### src/rtl/seg7_pkg.sv
// Shared types, segment patterns and elaboration-time helpers for the
// multiplexed 7-segment display controller.
package seg7_pkg;

    typedef enum logic [1:0] {
        MODE_NORMAL = 2'b00,
        MODE_BLINK  = 2'b01,
        MODE_BLANK  = 2'b10,
        MODE_TEST   = 2'b11
    } mode_e;

    typedef enum logic [1:0] {
        CONV_IDLE,
        CONV_SHIFT,
        CONV_DONE
    } conv_state_e;

    // Active-low {g,f,e,d,c,b,a}
    localparam logic [6:0] SEG_DIGIT [0:9] = '{
        7'h40, 7'h79, 7'h24, 7'h30, 7'h19,
        7'h12, 7'h02, 7'h78, 7'h00, 7'h10
    };
    localparam logic [6:0] SEG_BLANK = 7'h7F;
    localparam logic [6:0] SEG_DASH  = 7'h3F;
    localparam logic [6:0] SEG_ALL   = 7'h00;

    localparam int DEF_NUM_DIGITS = 4;
    localparam int BCD_W          = 4 * DEF_NUM_DIGITS;

    function automatic int clog2(input int n);
        int r;
        int v;
        r = 0;
        v = n - 1;
        while (v > 0) begin
            r = r + 1;
            v = v >> 1;
        end
        return (r < 1) ? 1 : r;
    endfunction

    function automatic int bcd_width(input int digits);
        return 4 * digits;
    endfunction

    function automatic longint pow10(input int k);
        longint r;
        r = 1;
        for (int i = 0; i < k; i++) begin
            r = r * 10;
        end
        return r;
    endfunction

    function automatic logic [6:0] seg_decode(input logic [3:0] d);
        return (d <= 4'd9) ? SEG_DIGIT[d] : SEG_BLANK;
    endfunction

endpackage

### src/rtl/seg7_display_ctrl_if.sv
// Host-side bundle of the display controller: value/load handshake, display
// controls and the board-facing segment and anode pins.
interface seg7_display_ctrl_if #(
    parameter int NUM_DIGITS = 4,
    parameter int VALUE_W    = 14
);
    logic [VALUE_W-1:0]    value;
    logic                  load;
    logic [1:0]            mode;
    logic                  lz_suppress;
    logic                  busy;
    logic [6:0]            seg;
    logic [NUM_DIGITS-1:0] an;

    modport master (
        output value, load, mode, lz_suppress,
        input  busy, seg, an
    );

    modport slave (
        input  value, load, mode, lz_suppress,
        output busy, seg, an
    );
endinterface

### src/rtl/seg7_display_ctrl_bin2bcd_seq.sv
// Sequential double-dabble converter: one add-3-then-shift step per cycle,
// followed by a single done cycle; overflow is judged on the captured value.
module bin2bcd_seq
    import seg7_pkg::*;
#(
    parameter int VALUE_W    = 14,
    parameter int NUM_DIGITS = 4
) (
    input  logic                      clk,
    input  logic                      rst,
    input  logic                      i_start,
    input  logic [VALUE_W-1:0]        i_value,
    output logic                      o_busy,
    output logic                      o_done,
    output logic [4*NUM_DIGITS-1:0]   o_bcd,
    output logic                      o_ovf
);
    localparam int          BCD_BITS = bcd_width(NUM_DIGITS);
    localparam int          ITER_W   = clog2(VALUE_W);
    localparam logic [63:0] MAX_VAL  = 64'(pow10(NUM_DIGITS) - 1);

    conv_state_e         r_state;
    conv_state_e         w_state_next;
    logic [VALUE_W-1:0]  r_bin;
    logic [VALUE_W-1:0]  w_bin_next;
    logic [BCD_BITS-1:0] r_bcd;
    logic [BCD_BITS-1:0] w_bcd_next;
    logic [BCD_BITS-1:0] w_bcd_adj;
    logic [ITER_W-1:0]   r_iter;
    logic [ITER_W-1:0]   w_iter_next;
    logic                r_ovf;
    logic                w_ovf_next;
    logic                r_busy;

    // Digits of 5 or more get +3 so the following shift carries into the next decade.
    for (genvar gi = 0; gi < NUM_DIGITS; gi++) begin : g_adj
        assign w_bcd_adj[4*gi +: 4] = (r_bcd[4*gi +: 4] >= 4'd5) ?
                                      r_bcd[4*gi +: 4] + 4'd3 : r_bcd[4*gi +: 4];
    end

    always_comb begin
        w_state_next = r_state;
        w_bin_next   = r_bin;
        w_bcd_next   = r_bcd;
        w_iter_next  = r_iter;
        w_ovf_next   = r_ovf;
        case (r_state)
            CONV_IDLE: begin
                if (i_start) begin
                    w_state_next = CONV_SHIFT;
                    w_bin_next   = i_value;
                    w_bcd_next   = '0;
                    w_iter_next  = '0;
                    w_ovf_next   = (64'(i_value) > MAX_VAL);
                end
            end
            CONV_SHIFT: begin
                w_bcd_next  = {w_bcd_adj[BCD_BITS-2:0], r_bin[VALUE_W-1]};
                w_bin_next  = {r_bin[VALUE_W-2:0], 1'b0};
                w_iter_next = r_iter + ITER_W'(1);
                if (r_iter == ITER_W'(VALUE_W - 1)) begin
                    w_state_next = CONV_DONE;
                end
            end
            CONV_DONE: begin
                w_state_next = CONV_IDLE;
            end
            default: begin
                w_state_next = CONV_IDLE;
            end
        endcase
    end

    always_ff @(posedge clk) begin
        if (rst) begin
            r_state <= CONV_IDLE;
            r_bin   <= '0;
            r_bcd   <= '0;
            r_iter  <= '0;
            r_ovf   <= 1'b0;
            r_busy  <= 1'b0;
        end else begin
            r_state <= w_state_next;
            r_bin   <= w_bin_next;
            r_bcd   <= w_bcd_next;
            r_iter  <= w_iter_next;
            r_ovf   <= w_ovf_next;
            r_busy  <= (w_state_next != CONV_IDLE);
        end
    end

    assign o_busy = r_busy;
    assign o_done = (r_state == CONV_DONE);
    assign o_bcd  = r_bcd;
    assign o_ovf  = r_ovf;

endmodule

### src/rtl/seg7_display_ctrl.sv
// Multiplexed N-digit active-low 7-segment controller: refresh/blink tick
// counters, committed BCD display register and a registered segment/anode mux.
module seg7_display_ctrl
    import seg7_pkg::*;
#(
    parameter int NUM_DIGITS = 4,
    parameter int VALUE_W    = 14,
    parameter int CLK_HZ     = 100000000,
    parameter int REFRESH_HZ = 500,
    parameter int BLINK_HZ   = 2
) (
    input  logic              clk,
    input  logic              rst,
    seg7_display_ctrl_if.slave bus
);
    localparam int REF_DIV   = CLK_HZ / REFRESH_HZ;
    localparam int BLINK_DIV = CLK_HZ / (2 * BLINK_HZ);
    localparam int REF_W     = clog2(REF_DIV);
    localparam int BLINK_W   = clog2(BLINK_DIV);
    localparam int SCAN_W    = clog2(NUM_DIGITS);
    localparam int BCD_BITS  = bcd_width(NUM_DIGITS);

    logic [REF_W-1:0]      r_ref_cnt;
    logic [BLINK_W-1:0]    r_blink_cnt;
    logic [SCAN_W-1:0]     r_scan;
    logic                  r_phase;
    logic [BCD_BITS-1:0]   r_disp;
    logic                  r_ovf;
    logic [6:0]            r_seg;
    logic [NUM_DIGITS-1:0] r_an;

    logic                  w_ref_tick;
    logic                  w_blink_tick;
    logic                  w_conv_busy;
    logic                  w_conv_done;
    logic [BCD_BITS-1:0]   w_conv_bcd;
    logic                  w_conv_ovf;
    logic [3:0]            w_digit   [NUM_DIGITS];
    logic [6:0]            w_pat     [NUM_DIGITS];
    logic [NUM_DIGITS-1:0] w_nonzero;
    logic [NUM_DIGITS-1:0] w_vis;
    logic [6:0]            w_seg_next;
    logic [NUM_DIGITS-1:0] w_an_next;

    bin2bcd_seq #(
        .VALUE_W    (VALUE_W),
        .NUM_DIGITS (NUM_DIGITS)
    ) u_bin2bcd (
        .clk     (clk),
        .rst     (rst),
        .i_start (bus.load),
        .i_value (bus.value),
        .o_busy  (w_conv_busy),
        .o_done  (w_conv_done),
        .o_bcd   (w_conv_bcd),
        .o_ovf   (w_conv_ovf)
    );

    assign w_ref_tick   = (r_ref_cnt == REF_W'(REF_DIV - 1));
    assign w_blink_tick = (r_blink_cnt == BLINK_W'(BLINK_DIV - 1));

    always_ff @(posedge clk) begin
        if (rst) begin
            r_ref_cnt   <= '0;
            r_blink_cnt <= '0;
            r_scan      <= '0;
            r_phase     <= 1'b1;
        end else begin
            r_ref_cnt   <= w_ref_tick ? '0 : r_ref_cnt + REF_W'(1);
            r_blink_cnt <= w_blink_tick ? '0 : r_blink_cnt + BLINK_W'(1);
            if (w_blink_tick) begin
                r_phase <= ~r_phase;
            end
            if (w_ref_tick) begin
                r_scan <= (r_scan == SCAN_W'(NUM_DIGITS - 1)) ? '0 : r_scan + SCAN_W'(1);
            end
        end
    end

    // Digits and overflow flag change together, so scanning never shows a mix.
    always_ff @(posedge clk) begin
        if (rst) begin
            r_disp <= '0;
            r_ovf  <= 1'b0;
        end else if (w_conv_done) begin
            r_disp <= w_conv_bcd;
            r_ovf  <= w_conv_ovf;
        end
    end

    for (genvar gi = 0; gi < NUM_DIGITS; gi++) begin : g_digit
        assign w_digit[gi]   = r_disp[4*gi +: 4];
        assign w_nonzero[gi] = |w_digit[gi];
        if (gi == 0) begin : g_lsd
            assign w_vis[gi] = 1'b1;
        end else begin : g_upper
            assign w_vis[gi] = |w_nonzero[NUM_DIGITS-1:gi];
        end
        assign w_pat[gi] = r_ovf                             ? SEG_DASH  :
                           (bus.lz_suppress && !w_vis[gi])   ? SEG_BLANK :
                           seg_decode(w_digit[gi]);
    end

    always_comb begin
        w_seg_next = w_pat[r_scan];
        w_an_next  = ~(NUM_DIGITS'(1) << r_scan);
        case (mode_e'(bus.mode))
            MODE_BLANK: w_an_next = '1;
            MODE_BLINK: begin
                if (!r_phase) begin
                    w_an_next = '1;
                end
            end
            MODE_TEST:  w_seg_next = SEG_ALL;
            default:    ;
        endcase
    end

    always_ff @(posedge clk) begin
        if (rst) begin
            r_seg <= SEG_BLANK;
            r_an  <= '1;
        end else begin
            r_seg <= w_seg_next;
            r_an  <= w_an_next;
        end
    end

    assign bus.seg  = r_seg;
    assign bus.an   = r_an;
    assign bus.busy = w_conv_busy;

endmodule

### src/flat_wrapper.sv
// flat-port wrapper written by rule: the top's interface ports become plain ports
module seg7_display_ctrl_flat import seg7_pkg::*;
#(
    parameter int NUM_DIGITS = 4,
    parameter int VALUE_W    = 14,
    parameter int CLK_HZ     = 100000000,
    parameter int REFRESH_HZ = 500,
    parameter int BLINK_HZ   = 2
)
  (clk, rst, bus_value, bus_load, bus_mode, bus_lz_suppress, bus_busy, bus_seg, bus_an);
  seg7_display_ctrl_if #(.NUM_DIGITS(NUM_DIGITS), .VALUE_W(VALUE_W)) bus_i ();
  input  logic clk;
  input  logic rst;
  input wire logic [$bits(bus_i.value)-1:0] bus_value;
  input wire logic [$bits(bus_i.load)-1:0] bus_load;
  input wire logic [$bits(bus_i.mode)-1:0] bus_mode;
  input wire logic [$bits(bus_i.lz_suppress)-1:0] bus_lz_suppress;
  output wire logic [$bits(bus_i.busy)-1:0] bus_busy;
  output wire logic [$bits(bus_i.seg)-1:0] bus_seg;
  output wire logic [$bits(bus_i.an)-1:0] bus_an;
  assign bus_i.value = bus_value;
  assign bus_i.load = bus_load;
  assign bus_i.mode = bus_mode;
  assign bus_i.lz_suppress = bus_lz_suppress;
  assign bus_busy = bus_i.busy;
  assign bus_seg = bus_i.seg;
  assign bus_an = bus_i.an;
  seg7_display_ctrl #(.NUM_DIGITS(NUM_DIGITS), .VALUE_W(VALUE_W), .CLK_HZ(CLK_HZ), .REFRESH_HZ(REFRESH_HZ), .BLINK_HZ(BLINK_HZ)) u_core (.clk(clk), .rst(rst), .bus(bus_i));
endmodule
### config.mk
export PLATFORM = sky130hd
export DESIGN_NAME = seg7_display_ctrl_flat
export DESIGN_NICKNAME = d
export VERILOG_FILES = /design/src/rtl/seg7_pkg.sv /design/src/rtl/seg7_display_ctrl_if.sv /design/src/rtl/seg7_display_ctrl_bin2bcd_seq.sv /design/src/rtl/seg7_display_ctrl.sv /design/src/flat_wrapper.sv
export SDC_FILE = /design/constraint.sdc
export NUM_CORES = 1
export LEC_CHECK = 0
export CAP_MARGIN = 25
export CORE_UTILIZATION = 64
export CTS_CLUSTER_SIZE = 8
export DETAILED_ROUTE_END_ITERATION = 10
export DONT_BUFFER_PORTS = 1
export PLACE_DENSITY = 0.89
export SLEW_MARGIN = 20
export SYNTH_ARGS = -nofsm -noshare
export SYNTH_HDL_FRONTEND = slang
export SYNTH_SLANG_ARGS = --single-unit
### constraint.sdc
create_clock -name clk -period 2.36 [get_ports clk]
set_input_delay 0.59 -clock clk [delete_from_list [all_inputs] [get_ports clk]]
set_output_delay 0.59 -clock clk [all_outputs]
set_load 0.05 [all_outputs]
-- Yosys cells after proc, flatten, opt, wreduce, memory -nomap -nowiden
Memories as Yosys holds them, arrays and structs flattened.
Index checks and enable logic that the tools add are counted.
- register bits: 112
- latch bits: 0
- memory bits (writable): 0
- bits in read-only memories: 448
- input port bits: 20
- output and inout bits: 12
- logic and storage cells: 113
- memories: 4
- add/sub/neg operators: 8
- multiply operators: 0
- div/mod/pow operators: 0
- order comparisons: 14
- equality and inequality tests: 10
- shift operators: 1
- mux-type cells: 39
- bitwise gates (word level): 7
- reduce and logical (&&, ||, !) cells: 16
- memories (name ; depth ; width ; read ports ; clocked after Yosys merged registers in ; write ports ; RTL line ; RTL):
    (name not given) ; 16 ; 7 ; 1 ; 0 ; 0 ; seg7_pkg.sv:56 ; return (d <= 4'd9) ? SEG_DIGIT[d] : SEG_BLANK;
    (name not given) ; 16 ; 7 ; 1 ; 0 ; 0 ; seg7_pkg.sv:56 ;
    (name not given) ; 16 ; 7 ; 1 ; 0 ; 0 ; seg7_pkg.sv:56 ;
    (name not given) ; 16 ; 7 ; 1 ; 0 ; 0 ; seg7_pkg.sv:56 ;
- operator list (kind ; number):
    two-way mux 7 bit ; 22
    case mux 16 bit (2 select lines) ; 1
    case mux 14 bit (2 select lines) ; 1
    adder 25 x 1 -> 25 bit (second input constant) ; 1
    equality test 25 bit (second input constant) ; 1
    greater-or-equal comparator 5 bit (second input constant) ; 4
    two-way mux 4 bit ; 5
    inverter 4 -> 5 bit ; 4
    adder 18 x 1 -> 18 bit (second input constant) ; 1
    equality test 18 bit (second input constant) ; 1
    greater-or-equal comparator 4 x 3 -> 1 bit (second input constant) ; 4
    <= comparator 4 bit (second input constant) ; 4
    two-way mux 16 bit ; 1
    case mux 4 bit (2 select lines) ; 2
    binary-select mux 7 bit (select 2 bit) ; 1
    greater-than comparator 14 bit (second input constant) ; 1
    two-way mux 14 bit ; 1
    adder 4 x 2 -> 4 bit (second input constant) ; 3
    OR reduction 12 bit ; 1
    equality test 2 bit (second input constant) ; 4
    OR reduction 8 bit ; 1
    two-way mux 2 bit ; 3
    adder 4 x 1 -> 4 bit (second input constant) ; 1
    equality test 2 x 1 -> 1 bit (second input constant) ; 2
    other kinds (18) ; 25

-- Depth between registers and ports, before layout
Gate-level depths: netlist of run 1.
- depth in word-level cells: 11
- gate-level depth with buffers: 8
- mapped depth without buffers: 7

-- Hierarchy
A second synthesis of run 1 with hierarchy kept.
- cell total of the unflattened synthesis: 708
- area total of the unflattened synthesis: 5893.2 sq um
- by module, submodules not included (module ; instances ; cells an instance ; area each (sq um) ; seq. area each (sq um)):
    seg7_display_ctrl ; 1 ; 483 ; 4005.1 ; 1481.4
    bin2bcd_seq ; 1 ; 225 ; 1888.1 ; 760.7

-- Worst setup path after synthesis of run 1
No wires, ideal clock.
- path kind: register to register
- start point: register u_core.r_disp[12]
- end point: register u_core.r_seg[4] (netlist: u_core.bus.seg[4])
- library setup time: 0.120 ns
- arrival time: 1.676 ns
- required time: 2.240 ns
- setup slack: 0.564 ns
- cell stages (with the launch flop): 8
- path buffers: 0
- clock period less this slack: 1.796 ns
- cells stage by stage: dfxtp_1 -> inv_1 -> ha_1 -> and4bb_2 -> a2111oi_4 -> o211ai_1 -> a31oi_1 -> nor3_1
- longest elaborated chain between the ends: 11
- elaborated cells between the ends (all ways): 25
- classes of those cells: 1 x order compare; 13 x mux; 1 x bitwise; 9 x reduce/logical; 1 x memory
- ends and longest elaborated chain (element ; RTL line ; RTL):
    start: declaration ; seg7_display_ctrl.sv:27 ; logic [BCD_BITS-1:0] r_disp;
    start signal: assignment ; seg7_display_ctrl.sv:86 ; r_disp <= w_conv_bcd;
    inverter 4 -> 5 bit (not written as such) ; seg7_pkg.sv:56 ;
    memory (16 x 7 bit) ; n/a ;
    two-way mux 7 bit (not written as such) (2 in series) ; seg7_pkg.sv:56 ;
    two-way mux 7 bit ; seg7_pkg.sv:56 ;
    two-way mux 7 bit ; seg7_display_ctrl.sv:100 ; (bus.lz_suppress && !w_vis[gi]) ? SEG_BLANK :
    two-way mux 7 bit ; seg7_display_ctrl.sv:99 ; assign w_pat[gi] = r_ovf ? SEG_DASH :
    binary-select mux 7 bit (select 2 bit) (*) ; seg7_display_ctrl.sv:105 ; w_seg_next = w_pat[r_scan];
    two-way mux 7 bit (not written as such) (*) (2 in series) ; seg7_display_ctrl.sv:105 ;
    two-way mux 7 bit (*) ; seg7_display_ctrl.sv:107 ; case (mode_e'(bus.mode))
    end signal: assignment ; seg7_display_ctrl.sv:124 ; r_seg <= w_seg_next;
    end: declaration ; seg7_display_ctrl.sv:29 ; logic [6:0] r_seg;
Mark *: on every way between the ends. The rest lies on a longest branch, timed or not. The select of a mux whose other input is x is not followed.
A chain may end at the register's enable or synchronous reset.

-- Worst setup path in the final report of run 1
- start point: register u_core.r_disp[4]
- end point: register u_core.r_seg[2] (netlist: u_core.bus.seg[2])
- longest elaborated chain between the ends: 11
- elaborated cells between the ends (all ways): 15
- classes of those cells: 1 x order compare; 9 x mux; 1 x bitwise; 3 x reduce/logical; 1 x memory
- ends and longest elaborated chain (element ; RTL line):
    inverter 4 -> 5 bit (not written as such) ; seg7_pkg.sv:56
    memory (16 x 7 bit) ; n/a
    two-way mux 7 bit (not written as such) (2 in series) ; seg7_pkg.sv:56
    two-way mux 7 bit ; seg7_pkg.sv:56
    two-way mux 7 bit (*) ; seg7_display_ctrl.sv:100
    two-way mux 7 bit (*) ; seg7_display_ctrl.sv:99
    binary-select mux 7 bit (select 2 bit) (*) ; seg7_display_ctrl.sv:105
    two-way mux 7 bit (not written as such) (*) (2 in series) ; seg7_display_ctrl.sv:105
    two-way mux 7 bit (*) ; seg7_display_ctrl.sv:107
Marks and branches as above.

==> flow_summary.ini, run 1 <==
[worst_setup_path]
arrival_ns = 2.42
r2r_start = u_core.r_disp[4]
worstSetupPathType = register to register
setup.worst_path.end_class = register
beginning_of_the_critical_path = u_core.r_disp[4]
timing.critical_path.from_type = register
timing.critical_path.required_ns = 2.61
cp_max_fo = 5

[power]
power.internal_mw = 2.43
p_comb_frac = 0.050
p_seq_frac = 0.618
swShare = 0.253
total_leakage_power_nw = 2.17
powerDensity_nw_per_um2 = 540
clkPwrFrac = 0.332
net_switching_mw = 0.823
ir_worst_vdd_v = 0.000283

[synthesis]
yosys-top-cells-count = sky130_fd_sc_hd__dfxtp_1, sky130_fd_sc_hd__nor2_1, sky130_fd_sc_hd__nand2_1
synth_fp_nets = 770
synthMostInstantiatedCell = sky130_fd_sc_hd__dfxtp_1
avgSynthCellArea_um2 = 8.14
yosys-top-cells-area = sky130_fd_sc_hd__dfxtp_1, sky130_fd_sc_hd__ha_1, sky130_fd_sc_hd__nor2_1
synth_top_flop_cell = sky130_fd_sc_hd__dfxtp_1
number_of_synthesized_flops_with_an_enable_pin = 0
library_cell_with_the_largest_summed_area_after_synthesis = sky130_fd_sc_hd__dfxtp_1
ys_ff_latch = 112
async_reset_ff_frac = 0
proportion_of_synthesized_chip_area_in_sequential_cells = 0.387
netlist_area_before_placement_um2 = 5790
synth.top_cell.area_share = 0.387
number_of_distinct_standard_cells_referenced_by_the_synthesized_netlist = 55
postSynthCellCount = 711
syn_warnings = 0

[global_routing]
grt_pass1_wl_um = 20500
via_count_of_the_first_global_routing_pass = 4592
grt_use_total = 0.260
grt-ovfl-total = 0
pin_count_of_the_biggest_net_entering_global_routing = 73
antenna_found_initial = 0

[placed_design]
detailedPlacementHpwl_um = 8630
globalplace.congestion = 0.939
numPortBuffers = 0
pre_cts_ws_ns = 0.209
detailed_place.area_um2 = 5830

[timing]
timing.final.setup_violations = 0
final_max_slew_viol_count = 0
fin_skew_ns = 0.0159
relSlewSlack = 0.487
timing.final.crit_period_ns = 2.17
finalWorstSetupSlack_ns = 0.190
fmaxAchievable_mhz = 461
timing.final.crit_share = 0.920
setup_total_negative_slack_ns = 0
max_slew.worst_pin.slew_ns = 0.763
rsz0062_at_grt = no
number_of_hold_violations_in_the_final_report = 0

[drt]
vias_per_cell = 6.06
drt.antenna.violating_nets = 0
drt-initial-drc-count = 291
dr_total_vias = 4895
wl_per_cell_um = 14.9
finalWirelength_um = 12100
drt_first_pass_iters = 5
drcViolationCount = 0

[clock_network]
postCtsHoldBufs = 0
clkLatencyLatePin_ns = 0.38
htree_num_levels = 3
max-clock-path-buffers = 2
cts.sinks = 112
cts_inserted_buffers = 9
clock_tree_root = sky130_fd_sc_hd__clkbuf_8
clk_transition_reported_paths_ns = 0.11
tritoncts = built

[floorplanning]
dieHeight_um = 97.1
die_width_um = 97.1
floorplan.initialDensity = 0.664
core_region_area_um2 = 8720
core.rowCount = 34
boundaryPins = 32
die_area_um2 = 9430

[finish]
areaGrowthSynthToFinish_pct = 3.91
num_antenna_cells = 0
final_layout_size_suffix_gt1_frac = 0.0486
final_standard_cell_area_without_fillers_um2 = 6020
final_net_count = 754
total_of_fill_cells_in_the_finished_design = 673

[worst_hold_path]
min_path_type = input port to register
timing.hold.worst.start = rst

[job]
max_cap_viols = 0

[outcome]
run_status = finished clean
## final timing paths
kind	depth (start not counted)	endpoint	slack, ns
setup / recovery	7	u_core.bus.seg[2]	0.19
hold / removal	1	u_core.r_scan[1]	0.28
setup reg to reg	7	u_core.bus.seg[2]	0.19
hold reg to reg	1	u_core.r_blink_cnt[0]	0.45
## metrics by stage
stage | std cells | total power, mW | hold slack [ns] | utilization
after floorplan | 711 | 2.19 | 0.411 | -
after global placement | 792 | 2.20 | 0.422 | 0.668
after detailed placement | 792 | 2.21 | 0.436 | 0.668
after CTS | 808 | 3.27 | 0.263 | 0.690
after global routing | 808 | 3.37 | 0.258 | 0.690
final | 808 | 3.25 | 0.279 | 0.690
## timing repair
item,CTS,global route
endpoints found under the setup margin,0,2
resized for setup,0,1
buffers inserted,0,0
## logic make-up after synthesis
| logic type | count (synthesis) | synth area share |
|---|---|---|
| muxes | 4 | 0.00691 |
| AOI/OAI and AO/OA | 150 | 0.166 |
| DFF | 112 | 0.387 |
| and+or+nand+nor | 284 | 0.232 |
| adders and majority gates | 39 | 0.0843 |
| buffers and inverters | 75 | 0.0534 |
| xor gates and xnor gates | 47 | 0.0711 |
## cell type report
| class | instances | area [um2] | share of cell area |
|---|---|---|---|
| well taps | 108 | 135 | 0.0225 |
| clock buffers | 10 | 138 | 0.0229 |
| inverters | 41 | 154 | 0.0256 |
| clock inverters | 6 | 51.3 | 0.00853 |
| repair buffers | 7 | 52.6 | 0.00873 |
| multi-input cells | 524 | 3240 | 0.539 |
| flip-flops and latches | 112 | 2240 | 0.373 |
## state kept, by name, summed over array words and instances (netlist names)
name / count
u_core.r_blink_cnt: 25
u_core.r_ref_cnt: 18
u_core.r_disp: 16
u_core.u_bin2bcd.o_bcd: 16
u_core.u_bin2bcd.r_bin: 14
u_core.bus.seg: 7
u_core.bus.an: 4
u_core.u_bin2bcd.r_iter: 4
u_core.r_scan: 2
u_core.u_bin2bcd.r_state: 2
u_core.r_ovf: 1
u_core.r_phase: 1
u_core.u_bin2bcd.o_busy: 1
u_core.u_bin2bcd.o_ovf: 1
## placed cells by master, fill, tap and decap left out, types with 8 or more instances in the layout
master / netlist / layout
sky130_fd_sc_hd__a21oi_1: 56 / 56
sky130_fd_sc_hd__a221oi_1: 14 / 14
sky130_fd_sc_hd__xnor2_1: 25 / 25
sky130_fd_sc_hd__a22oi_1: 8 / 8
sky130_fd_sc_hd__o21ai_0: 21 / 21
sky130_fd_sc_hd__nand2b_1: 11 / 11
sky130_fd_sc_hd__clkbuf_8: 0 / 10
sky130_fd_sc_hd__o22ai_1: 16 / 16
sky130_fd_sc_hd__nor2_1: 92 / 92
sky130_fd_sc_hd__inv_1: 38 / 38
sky130_fd_sc_hd__dfxtp_1: 112 / 112
sky130_fd_sc_hd__nor3_1: 25 / 25
sky130_fd_sc_hd__nand3_1: 23 / 23
sky130_fd_sc_hd__ha_1: 39 / 39
sky130_fd_sc_hd__xor2_1: 22 / 22
sky130_fd_sc_hd__nand4_1: 19 / 19
sky130_fd_sc_hd__nand2_1: 73 / 73
## power by group through the flow
stage | combinational, mW | sequential, mW | clock (mW)
5_1_grt | 0.185 | 2.01 | 1.17
4_1_cts | 0.161 | 2.01 | 1.10
3_3_place_gp | 0.151 | 2.05 | 0
3_5_place_dp | 0.160 | 2.05 | 0
6_report | 0.161 | 2.01 | 1.08
2_1_floorplan | 0.148 | 2.04 | 0
## critical path, cell delays in order (launching register included)
cell and delay, ns:
sky130_fd_sc_hd__dfxtp_1 0.37, sky130_fd_sc_hd__inv_1 0.13, sky130_fd_sc_hd__ha_1 0.21, sky130_fd_sc_hd__o21bai_1 0.11
sky130_fd_sc_hd__a2111oi_1 0.55, sky130_fd_sc_hd__nand2_1 0.20, sky130_fd_sc_hd__a211oi_1 0.34, sky130_fd_sc_hd__nor3_1 0.14
## metal layers
layer,part of all wire,vias to the layer above,GRT usage,routed length [um]
li1,-,2426,-,-
met1,0.43,2297,0.321,5250
met2,0.49,144,0.440,5930
met3,0.050,28,0.0518,604
met4,0.024,0,0.109,287
met5,0,-,0,0
Power figures use the tool's default switching activity.
==> run 2, diff against run 1 <==
- CORE_UTILIZATION: 64 -> 35
- PLACE_DENSITY: 0.89 -> 0.58
- REMOVE_ABC_BUFFERS: default -> 1
==> run 2 against run 1 <==
Largest power group unchanged; die area increased by 81%; maximum frequency increased by 6.6%; clock-buffer cell count increased by 1; hold slack improved by 0.028 ns; non-clock buffer count increased by 3; register-to-register slack improved by 0.13 ns; final cell count increased by 14%; flip-flop and latch count unchanged; setup slack improved by 0.13 ns; core utilization decreased by 30 points; combinational power about the same; total power increased by 18%.
==> flow_summary.ini, run 2 (synthesis gave the netlist of run 1 again) <==
[clock_network]
max-clock-path-buffers = 2
postCtsHoldBufs = 0
tritoncts = built
cts_inserted_buffers = 9
cts_repair_resize_count = 0
htree_num_levels = 3
cts_setup_buffers = 0
cts.sinks = 112
clk_transition_reported_paths_ns = 0.08
clkLatencyLatePin_ns = 0.35
clock_tree_root = sky130_fd_sc_hd__clkbuf_16

[finish]
largest_register_ff_count = 25
final_util = 0.394
top_regs = u_core.r_blink_cnt: 25 flops, u_core.r_ref_cnt: 18 flops
final_standard_cell_area_without_fillers_um2 = 6300
final_net_count = 757
final_layout_size_suffix_gt1_frac = 0.0498
num_antenna_cells = 0
layoutNonFillerInstCount = 919
areaGrowthSynthToFinish_pct = 8.88
regMostFlops = u_core.r_blink_cnt
most_common_library_cell_in_the_layout_ignoring_fill_and_taps = sky130_fd_sc_hd__dfxtp_1
top_library_cells_by_usage_in_the_layout_fill_and_taps_aside = sky130_fd_sc_hd__dfxtp_1, sky130_fd_sc_hd__nor2_1, sky130_fd_sc_hd__nand2_1

[global_routing]
pin_count_of_the_biggest_net_entering_global_routing = 73
grt_pass1_wl_um = 20900
grt-ovfl-total = 0
via_count_of_the_first_global_routing_pass = 4441
antenna_found_initial = 0
grt_use_total = 0.153

[timing]
timing.final.crit_period_ns = 2.04
final_max_slew_viol_count = 0
timing.final.setup_violations = 0
timing.final.crit_share = 0.863
fmaxAchievable_mhz = 491
rsz0062_at_grt = no
relSlewSlack = 0.631
fin_skew_ns = 0.00735
setup_total_negative_slack_ns = 0
max_slew.worst_pin.slew_ns = 0.539
number_of_hold_violations_in_the_final_report = 0

[power]
ir_worst_vdd_v = 0.000374
total_power_mw = 3.83
powerDensity_nw_per_um2 = 607
total_leakage_power_nw = 2.25

[drt]
drt.antenna.violating_nets = 0
drt_first_pass_iters = 5
dr_total_vias = 4797
drcViolationCount = 0
vias_per_cell = 5.22
wl_per_cell_um = 13.3
drt-initial-drc-count = 360
met2RoutedLength_um = 5470
finalWirelength_um = 12200
wl_met1_um = 6030
met3WireLength_um = 497
highest-signal-layer = met4

[placed_design]
detailed_place.area_um2 = 5980
placedCellCount = 903
detailedPlacementHpwl_um = 8440
globalplace.congestion = 0.888
numPortBuffers = 0

[floorplanning]
die_width_um = 131
core_region_area_um2 = 16000
die_area_um2 = 17100
core.rowCount = 46
dieHeight_um = 131
boundaryPins = 32
floorplan.initialDensity = 0.362

[worst_setup_path]
cp_max_fo = 6
timing.critical_path.required_ns = 2.60
worstSetupPathType = register to register
arrival_ns = 2.27
setup.worst_path.end_class = register
timing.critical_path.from_type = register

[job]
max_cap_viols = 0

[outcome]
run_status = finished clean

[worst_hold_path]
min_path_type = input port to register
-- run 2: changes by cell type in the layout (fill, tap and decap cells not counted) --
cell / change
sky130_fd_sc_hd__clkbuf_8: -10
sky130_fd_sc_hd__clkbuf_16: +9
sky130_fd_sc_hd__buf_4: +3
sky130_fd_sc_hd__bufinv_16: +2
sky130_fd_sc_hd__clkbuf_1: +2
sky130_fd_sc_hd__clkinvlp_4: -2
sky130_fd_sc_hd__a2111oi_0: +1
sky130_fd_sc_hd__a2111oi_1: -1
sky130_fd_sc_hd__clkinv_4: -1
-- run 2: final timing paths --
| check | startpoint | end | slack, ns | depth (start not counted) |
|---|---|---|---|---|
| worst max-delay path | u_core.r_disp[12] | u_core.bus.seg[0] | 0.32 | 7 |
| worst min register to register | u_core.r_blink_cnt[0] | u_core.r_blink_cnt[0] | 0.44 | 1 |
| worst min-delay path | rst | u_core.u_bin2bcd.o_bcd[2] | 0.31 | 1 |
| worst max register to register | u_core.r_disp[12] | u_core.bus.seg[0] | 0.32 | 7 |
-- run 2: cell type report --
type	instances	area, um2
fill	1659	9700
multi-input combinational	524	3240
sequential	112	2240
tap	216	270
clock buffer	11	233
inverter	41	154
clock inverter	5	87.6
timing repair buffer	10	75.1
-- run 2: critical path, stage by stage (launching register included) --
cell and delay [ns]:
sky130_fd_sc_hd__dfxtp_1 0.42, sky130_fd_sc_hd__inv_1 0.11, sky130_fd_sc_hd__ha_1 0.22, sky130_fd_sc_hd__and4bb_2 0.28
sky130_fd_sc_hd__a2111oi_4 0.44, sky130_fd_sc_hd__o21ai_0 0.19, sky130_fd_sc_hd__a21oi_1 0.18, sky130_fd_sc_hd__nor3_1 0.07
-- run 2: where the power goes --
group | internal, mW | total [mW] | leakage (nW) | switching (mW)
clock network | 0.944 | 1.66 | 0.152 | 0.719
logic | 0.0625 | 0.158 | 1.19 | 0.0959
registers | 1.93 | 2.01 | 0.911 | 0.0706
total | 2.94 | 3.83 | 2.25 | 0.886
-- run 2: per-stage QoR --
step,setup WS (ns),hold WS [ns]
floorplan,0.186,0.413
detailed placement,0.360,0.432
CTS,0.349,0.282
global placement,0.418,0.423
global route,0.0420,0.270
finish,0.324,0.306
-- run 2: routing by layer --
layer  up-vias  global-route usage
met5         -                   0
met4         0              0.0561
met3        15              0.0395
met2       111               0.233
met1      2230               0.209
li1       2441                   -
==> run 3, diff against run 2 <==
- CAP_MARGIN: 25 -> 15
==> results of run 3 <==
The final DEF is identical to that of run 2; final timing and power are the same.
